## config.mk

```make
export PLATFORM = sky130hd
export DESIGN_NAME = ir_nec_tx
export DESIGN_NICKNAME = d
export VERILOG_FILES = /design/src/rtl/ir_nec_tx.sv
export SDC_FILE = /design/constraint.sdc
export NUM_CORES = 1
export LEC_CHECK = 0
export BUFFER_PORTS_ARGS = -buffer_cell sky130_fd_sc_hd__buf_2
export CAP_MARGIN = 10
export CORE_MARGIN = 5
export CORE_UTILIZATION = 54
export DETAILED_ROUTE_END_ITERATION = 8
export GPL_TIMING_DRIVEN = 0
export PLACE_DENSITY = 0.76
export SETUP_SLACK_MARGIN = 0.02
export SLEW_MARGIN = 25
export SYNTH_ARGS = -nofsm -noshare
export SYNTH_HDL_FRONTEND = slang
export SYNTH_SLANG_ARGS = --single-unit
```

## constraint.sdc

```tcl
create_clock -name mclk -period 2.9 [get_ports mclk]
set_input_delay 0.29 -clock mclk [delete_from_list [all_inputs] [get_ports mclk]]
set_output_delay 0.29 -clock mclk [all_outputs]
set_load 0.05 [all_outputs]
```

## src/rtl/ir_nec_tx.sv

```systemverilog
// NEC infrared transmitter: a small command FIFO feeding a segment-timed FSM
// that emits NEC frames or repeat codes, with optional carrier on the marks.
module ir_nec_tx #(
  parameter int TICK_DIV_W = 16,
  parameter int CAR_DIV_W  = 8,
  parameter int FIFO_DEPTH = 4,
  parameter int ADDR_EXT   = 0,
  parameter int CARRIER_EN = 1
) (
  input  logic                             mclk,
  input  logic                             reset_n,
  input  logic                             cfg_enable,
  input  logic                             cfg_polarity,
  input  logic [TICK_DIV_W-1:0]            cfg_tick_div,
  input  logic [CAR_DIV_W-1:0]             cfg_carrier_div,
  input  logic [15:0]                      cfg_gap,
  input  logic                             cmd_valid,
  output logic                             cmd_ready,
  input  logic                             cmd_repeat,
  input  logic [15:0]                      cmd_addr,
  input  logic [7:0]                       cmd_data,
  output logic                             ir_signal,
  output logic                             busy,
  output logic                             frame_done,
  output logic [$clog2(FIFO_DEPTH+1)-1:0]  fifo_level
);

  localparam int LVL_W = $clog2(FIFO_DEPTH + 1);
  localparam int PTR_W = $clog2(FIFO_DEPTH);

  typedef struct packed {
    logic        rep;
    logic [15:0] addr;
    logic [7:0]  data;
  } cmd_t;

  typedef enum logic [2:0] {
    IDLE, LEAD_MARK, LEAD_SPACE, BIT_MARK, BIT_SPACE, STOP_MARK, GAP
  } state_t;

  function automatic logic is_mark(input state_t s);
    return (s == LEAD_MARK) || (s == BIT_MARK) || (s == STOP_MARK);
  endfunction

  cmd_t             mem [FIFO_DEPTH];
  logic [PTR_W-1:0] wr_ptr, rd_ptr;
  logic [LVL_W-1:0] level;
  logic             push, pop;
  cmd_t             head;
  logic [31:0]      frame_word;

  state_t                state, state_n;
  logic [TICK_DIV_W-1:0] tick_cnt, tdiv_q;
  logic [CAR_DIV_W-1:0]  car_cnt, cdiv_q;
  logic [15:0]           seg_left, seg_len, gap_q;
  logic [4:0]            bit_idx;
  logic [31:0]           shreg;
  logic                  rep_q, car_q, mark_q;
  logic                  load, tick_end, seg_end, mark_on;

  assign cmd_ready  = (level != LVL_W'(FIFO_DEPTH));
  assign push       = cmd_valid && cmd_ready;
  assign pop        = (state == IDLE) && (level != '0) && cfg_enable;
  assign head       = mem[rd_ptr];
  assign fifo_level = level;
  assign busy       = (state != IDLE) || (level != '0);

  // Bits go out LSB first, so word bit i is the i-th transmitted bit.
  always_comb begin
    if (ADDR_EXT != 0) frame_word = {~head.data, head.data, head.addr};
    else               frame_word = {~head.data, head.data, ~head.addr[7:0], head.addr[7:0]};
  end

  // NOTE: the FIFO storage has no reset; the pointers and level define which
  // entries are valid, so clearing the array would only cost reset fan-out.
  always_ff @(posedge mclk) begin
    if (push) mem[wr_ptr] <= '{rep: cmd_repeat, addr: cmd_addr, data: cmd_data};
  end

  assign tick_end = (tick_cnt == tdiv_q);
  assign seg_end  = (state != IDLE) && tick_end && (seg_left == '0);

  // NOTE: every output of this block gets a default first, so no path through
  // the case statement can leave one unassigned and infer a latch.
  always_comb begin
    state_n = state;
    seg_len = '0;
    load    = 1'b0;
    case (state)
      IDLE:
        if (pop) begin
          state_n = LEAD_MARK; seg_len = 16'd15; load = 1'b1;
        end
      LEAD_MARK:
        if (seg_end) begin
          state_n = LEAD_SPACE; seg_len = rep_q ? 16'd3 : 16'd7; load = 1'b1;
        end
      LEAD_SPACE:
        if (seg_end) begin
          state_n = rep_q ? STOP_MARK : BIT_MARK; load = 1'b1;
        end
      BIT_MARK:
        if (seg_end) begin
          state_n = BIT_SPACE; seg_len = shreg[0] ? 16'd2 : 16'd0; load = 1'b1;
        end
      BIT_SPACE:
        if (seg_end) begin
          state_n = (bit_idx == 5'd31) ? STOP_MARK : BIT_MARK; load = 1'b1;
        end
      STOP_MARK:
        if (seg_end) begin
          if (gap_q == '0) begin
            state_n = IDLE;
          end else begin
            state_n = GAP; seg_len = gap_q - 16'd1; load = 1'b1;
          end
        end
      GAP:
        if (seg_end) state_n = IDLE;
      default: state_n = IDLE;
    endcase
  end

  // NOTE: all state below uses non-blocking assignments so every register
  // samples the pre-edge values regardless of statement order.
  always_ff @(posedge mclk) begin
    if (!reset_n) begin
      state      <= IDLE;
      wr_ptr     <= '0;
      rd_ptr     <= '0;
      level      <= '0;
      tick_cnt   <= '0;
      seg_left   <= '0;
      car_cnt    <= '0;
      car_q      <= 1'b1;
      mark_q     <= 1'b0;
      bit_idx    <= '0;
      shreg      <= '0;
      rep_q      <= 1'b0;
      tdiv_q     <= '0;
      cdiv_q     <= '0;
      gap_q      <= '0;
      frame_done <= 1'b0;
    end else begin
      state      <= state_n;
      mark_q     <= is_mark(state_n);
      frame_done <= (state != IDLE) && (state_n == IDLE);

      if (push) wr_ptr <= wr_ptr + 1'b1;
      if (pop)  rd_ptr <= rd_ptr + 1'b1;
      case ({push, pop})
        2'b10:   level <= level + 1'b1;
        2'b01:   level <= level - 1'b1;
        default: ;
      endcase

      // Timing configuration is frozen for the whole frame at pop.
      if (pop) begin
        tdiv_q  <= cfg_tick_div;
        cdiv_q  <= cfg_carrier_div;
        gap_q   <= cfg_gap;
        rep_q   <= head.rep;
        shreg   <= frame_word;
        bit_idx <= '0;
      end else if (state == BIT_SPACE && seg_end) begin
        shreg   <= shreg >> 1;
        bit_idx <= bit_idx + 1'b1;
      end

      if (load) begin
        tick_cnt <= '0;
        seg_left <= seg_len;
      end else if (state != IDLE) begin
        if (tick_end) begin
          tick_cnt <= '0;
          seg_left <= seg_left - 16'd1;
        end else begin
          tick_cnt <= tick_cnt + 1'b1;
        end
      end

      // Carrier phase restarts high at each mark and rests high in spaces.
      if (load || !is_mark(state_n)) begin
        car_cnt <= '0;
        car_q   <= 1'b1;
      end else if (car_cnt == cdiv_q) begin
        car_cnt <= '0;
        car_q   <= ~car_q;
      end else begin
        car_cnt <= car_cnt + 1'b1;
      end
    end
  end

  assign mark_on   = mark_q && ((CARRIER_EN != 0) ? car_q : 1'b1);
  assign ir_signal = mark_on ? cfg_polarity : ~cfg_polarity;

endmodule

```

## After elaboration in Yosys (flattened, before gate mapping)

Memory sizes are Yosys's and may differ from the RTL's. A register that Yosys moved wholly into a read port is not among the register bits.
Index checks and enable logic that the tools add are counted.

| word-level totals | value |
|---|---|
| bits in registers | 131 |
| memory bits (writable) | 100 |
| input bits | 70 |
| output and inout port bits | 7 |
| logic and storage cells | 111 |
| memories kept | 1 |

Memory list:

| name | words | width | read ports | clocked after memory_dff | write ports | RTL line | RTL |
|---|---|---|---|---|---|---|---|
| mem | 4 | 25 | 1 | 1 | 1 | 45 | `cmd_t mem [FIFO_DEPTH];` |

| cells by class | value |
|---|---|
| add/subtract/negate cells | 9 |
| equality and inequality tests | 15 |
| multiplexer cells | 36 |
| bitwise gates (word level) | 5 |
| reduce and logical (&&, ||, !) cells | 29 |

Operators with widths:

| operator | count |
|---|---|
| 16-bit 2-to-1 mux | 6 |
| 32-bit 2-to-1 mux | 2 |
| 16-bit one-hot mux with 4 select lines | 1 |
| 3-bit 2-to-1 mux | 12 |
| 16-bit logical NOT | 2 |
| 16-bit by 1-bit subtractor with 16-bit output (second input constant) | 2 |
| 3-bit one-hot mux with 7 select lines | 1 |
| 16-bit by 1-bit adder with 16-bit output (second input constant) | 1 |
| 16-bit == test | 1 |
| 8-bit inverter | 2 |
| 3-bit == test (second input constant) | 4 |
| 3-bit by 2-bit == test with 1-bit output (second input constant) | 3 |
| 8-bit by 1-bit adder with 8-bit output (second input constant) | 1 |
| 8-bit == test | 1 |
| 1-bit logical AND | 8 |
| 2-bit 2-to-1 mux | 4 |
| 2-bit nonzero test | 4 |
| 1-bit 2-to-1 mux | 7 |
| 3-bit by 1-bit == test with 1-bit output (second input constant) | 2 |
| 3-bit logical NOT | 2 |
| 3-bit one-hot mux with 2 select lines | 1 |
| 3-bit nonzero test | 2 |
| 2-bit OR reduction | 3 |
| 5-bit by 1-bit adder with 5-bit output (second input constant) | 1 |
| other kinds (15) | 21 |

## Depth between registers and ports, before layout

| logic depth | value |
|---|---|
| depth after elaboration | 11 |
| mapped depth | 12 |
| depth with buffers taken out | 10 |

## Least setup slack after synthesis

Ideal clock, no wire load.

| path | value |
|---|---|
| path type | reg-to-reg |
| start point | register state[1] |
| end point | register level[2], in the netlist fifo_level[2] |
| setup time | 0.070 ns |
| data arrival time | 2.917 ns |
| data required time | 2.830 ns |
| setup slack | -0.088 ns |
| stages on the path, launching flop included | 13 |
| path buffers | 3 |
| period minus slack after synthesis | 2.988 ns |
| cells stage by stage | dfxtp_1 > clkbuf_1 > nor3_1 > nand3_1 > inv_1 > clkbuf_1 > clkbuf_1 > ha_1 > inv_1 > fa_1 > xor2_1 > or3_1 > a21oi_1 |

| on the way | value |
|---|---|
| cells in the longest elaborated chain, start to end | 5 |
| elaborated cells on any way between the ends | 7 |
| classes of those cells | 2 x eq/ne; 1 x mux; 4 x reduce/logical |

RTL lines:

| what | RTL line | RTL |
|---|---|---|
| from (decl) | 52 | `state_t state, state_n;` |
| from (signal assigned) | 145 | `state <= state_n;` |
| 3-bit logical NOT (*) | 63 | `assign pop = (state == IDLE) && (level != '0) && cfg_enable;` |
| 1-bit logical AND (*) (2 in a row) | 63 |  |
| net pop | 48 | `logic push, pop;` |
| 2-bit by 1-bit == test with 1-bit output or 2-bit == test (tied branches) | 151 | `case ({push, pop})` |
| 3-bit one-hot mux with 2 select lines or 2-bit nonzero test (tied branches) | - |  |
| to (signal assigned) | 152 | `2'b10: level <= level + 1'b1;` |
| to (signal assigned) | 153 | `2'b01: level <= level - 1'b1;` |
| to (decl) | 47 | `logic [LVL_W-1:0] level;` |

Mark *: on every way through the listed nets, which the timed path passes. The rest lies on a longest branch.
A chain may end at the register's enable or synchronous reset.

## Worst setup path in the final report

| path | value |
|---|---|
| start point | register seg_left[6] |
| end point | register bit_idx[3] |

| on the way | value |
|---|---|
| cells in the longest elaborated chain, start to end | 3 |

RTL lines:

| what | RTL line | RTL |
|---|---|---|
| from (decl) | 55 | `logic [15:0] seg_left, seg_len, gap_q;` |
| from (signal assigned) | 172 | `seg_left <= seg_len;` |
| from (signal assigned) | 176 | `seg_left <= seg_left - 16'd1;` |
| 16-bit logical NOT | 81 | `assign seg_end = (state != IDLE) && tick_end && (seg_left == '0);` |
| 1-bit logical AND | 81 |  |
| 1-bit logical AND | 165 | `end else if (state == BIT_SPACE && seg_end) begin` |
| to (signal assigned) | 167 | `bit_idx <= bit_idx + 1'b1;` |
| to (decl) | 56 | `logic [4:0] bit_idx;` |

No other way between the ends.

==> key figures <==
STA
  • Max-slew violation count: 0
  • Achievable Freq: 0.3582 GHz
  • Worst Skew: 28.86 ps
  • Fin. Hold Viols: 0
  • Setup ws final: 108.1 ps
  • TNS Setup: 0 ps
  • Slew @ Worst Pin: 891.4 ps
  • Fin crit share: 0.9627
  • Number of setup violations in the final report: 0
  • Max-slew headroom: 0.4057
  • RSZ-0062 raised after global routing: yes
  • Fin crit period: 2792 ps

Clock network
  • CTS tree: built
  • Clock transition at path regs: 60 ps
  • Worst skew pair latency: 510 ps
  • H-tree depth: 1
  • Clock sink count: 201
  • Clock root cell: clkbuf_16
  • TritonCTS buffer count: 22
  • Max Buffers Root-to-Sink: 3

Power and ir drop
  • Internal: 6.875 mW
  • Total power: 10.94 mW
  • Peak supply drop: 715.5 µV
  • Power Dens Cells: 1047 nW/µm²
  • Static leakage: 3.942 nW
  • Combinational fraction of design power: 0.383
  • Reg power frac: 0.354
  • Switching share of total power: 0.3717
  • Clk pwr share: 0.264
  • Sw Pwr: 4.068 mW

Worst setup path
  • Slowest-stage cell, CP: or4_4
  • Worst path top cell family by delay: simple AND/OR/NAND/NOR gates
  • Crit path arrival time: 3210 ps
  • CP Buf/Inv Count: 2
  • WS Path Type: flop to flop
  • CP required: 3320 ps
  • Worst setup SP type: flop
  • FF-to-FF Start: seg_left[6]
  • Worst path max stage delay: 590 ps
  • CP Launch Point: seg_left[6]
  • Worst-path fanout max: 8
  • Worst setup EP type: flop
  • Worst-path cell chain: or4_4, nor3_4, nand4_4, or2_1, buf_6, or3_1, buf_6, or3_1, a21oi_1

Die
  • Starting Density: 0.5516
  • Die width: 137.6 µm
  • Die height: 137.6 µm
  • DIE AREA: 18,940 µm²
  • Core Footprint: 15,940 µm²
  • Total I/O pin count: 77
  • # rows: 46

Worst hold path
  • Hold Crit Start: cmd_data[4]
  • Worst Hold Class: input pin to flop

Synth
  • Net Count, Synth: 994
  • Ys flop type: dfxtp_1
  • Avg Cell Area, Syn: 9.653 µm²
  • Sequential area share after synthesis: 0.5350
  • Mux cell area share after synthesis: 0.04582
  • Post-synthesis simple-gate area fraction: 0.1914
  • Ys Warns: 0
  • XOR/XNOR share of the synthesized area: 0.06673
  • Largest family of logic cells by synthesized area: simple AND/OR/NAND/NOR gates
  • Yosys reg bits: 201
  • Post-Syn Area: 8793 µm²
  • Syn Inst Count: 911
  • Ys async rst share: 0
  • Synth Area in Adders: 0.01935
  • Synth unique cells: 58
  • EDFF count, synth: 68
  • Synth Area in Compound Gates: 0.1116

Routing
  • DRT antenna net count: 0
  • Via/cell ratio: 5.545
  • DR DRC count: 0
  • Via count: 6,953
  • Initial drt markers: 519
  • Post-Route WL: 20.25 mm
  • Pre-antenna DRT Iters: 5
  • DR WL/cell: 16.15 µm

Final layout
  • P&R area growth vs syn: 18.90%
  • Post-route cell area: 10,460 µm²
  • Nets: 1,105
  • Share of layout cells above drive strength 1: 0.1513
  • FILL cells: 1,286
  • # diodes: 0

Global route
  • Vias in the first global route: 6,645
  • Pin count of the biggest net entering global routing: 18
  • Initial antenna violation count: 0
  • First-pass GRT wire length: 32.98 mm
  • All-Layer GR Usage: 0.2149
  • GR Overflow Total: 0

Place
  • Final RePlAce weighted congestion: 0.9365
  • Pre-CTS setup slack: -652.9 ps
  • Detailed placer's ending HPWL: 13.58 mm
  • Port bufs: 68
  • Dpl cell area: 9418 µm²

Run
  • Max capacitance violation total: 0

Run status
  • Run status: finished clean
==> cell type report <==
cell class              instances  area, µm²  area share
plain buffers                  51      236.5     0.02262
clock buffers                  30      590.6     0.05649
clock inverters                10      158.9     0.01520
inverters                      17      63.81    0.006103
multi-input cells             642       3910      0.3740
flip-flops and latches        201       4712      0.4507
well taps                     216      270.3     0.02585
repair buffers                 87      513.0     0.04907
==> sequential cells by signal (all words and copies together) (netlist names), named ones only <==
signal      count
gap_q          16
rep_q           1
bit_idx         5
tdiv_q         16
mark_q          1
state           3
tick_cnt       16
car_q           1
mem            68
wr_ptr          2
cdiv_q          8
fifo_level      3
car_cnt         8
frame_done      1
seg_left       16
rd_ptr          2
shreg          32
==> power groups by stage <==
stage               sequential [mW]  clock [mW]  combinational (mW)
global route                   3.93        3.04                4.61
global placement               3.89           0                3.73
detailed placement             3.91           0                3.79
finish                         3.87        2.89                4.19
CTS                            3.86        2.92                4.00
floorplan                      3.87           0                2.85
==> cell families after synthesis <==
| group | count (synthesis) |
|---|---|
| fa+ha+maj | 13 |
| xor+xnor | 67 |
| compound gates | 167 |
| flops | 201 |
| buf+inv | 68 |
| simple gates | 376 |
| mux | 19 |
==> cell usage after synthesis, types with 3 or more instances <==
cell,instances,area [µm²]
buf_1,6,22.52
nand4_1,4,25.02
o22ai_1,8,50.05
mux4_2,17,382.9
o21ai_0,35,175.2
and3_1,12,75.07
dfxtp_1,133,2663
xor2_1,49,429.2
clkbuf_1,42,157.7
or2_2,3,18.77
nor3_1,11,55.05
nand3_1,15,75.07
nor2_1,64,240.2
edfxtp_1,68,2042
a31oi_1,32,200.2
nor4_1,14,87.58
inv_1,17,63.81
ha_1,12,150.1
a21oi_1,65,325.3
nand2_1,217,814.5
and2_1,3,18.77
or3_1,11,68.82
o31ai_1,3,22.52
nand4b_1,3,26.28
xnor2_1,18,157.7
or4_1,6,45.04
==> worst register-to-register path: cells and delay by family (launching register included) <==
family / cells / cell delay, ps
and+or+nand+nor: 6 / 1930
DFF: 1 / 360
buffers and inverters: 2 / 290
AOI/OAI and AO/OA: 1 / 120
==> metrics by stage <==
stage	hold WS (ps)	cells	utilization
floorplan	388.9	911	-
global placement	443.0	1195	0.5907
detailed placement	450.9	1195	0.5907
CTS	1.537	1250	0.6500
global route	5.132	1254	0.6558
finish	7.907	1254	0.6558
==> layout by cell type, fill, tap and decap left out, types with 16 or more instances in the layout <==
cell type | Yosys | final
dfxtp_1 | 133 | 129
o21ai_0 | 35 | 34
inv_1 | 17 | 16
nand2_1 | 217 | 217
edfxtp_1 | 68 | 68
a31oi_1 | 32 | 32
xor2_1 | 49 | 49
clkbuf_16 | 0 | 22
clkbuf_1 | 42 | 41
xnor2_1 | 18 | 18
buf_2 | 2 | 70
nor2_1 | 64 | 62
a21oi_1 | 65 | 65
mux4_2 | 17 | 17
==> routing by layer <==
layer,global-route usage,vias up,routed length (µm)
met1,0.2961,3263,8945
met4,0.06818,0,559
li1,-,3428,-
met2,0.3520,218,9517
met3,0.03031,44,1228
met5,0,-,0
==> final timing paths <==
check,to,slack (ps),cells past startpoint
setup / recovery,bit_idx[3],110,9
hold / removal,mem[3][4],8,1
hold reg to reg,shreg[11],460,2
setup reg to reg,bit_idx[3],110,9
==> repair_timing <==
item                                   4_1_cts  5_1_grt
resized for setup                           12       37
buffers inserted                             3        4
hold buffers                                12        0
endpoints found under the hold margin       48        0
cloned                                       0        0
setup endpoints to repair                   59       63
pin swaps                                    3        9
Power figures use the tool's default switching activity.
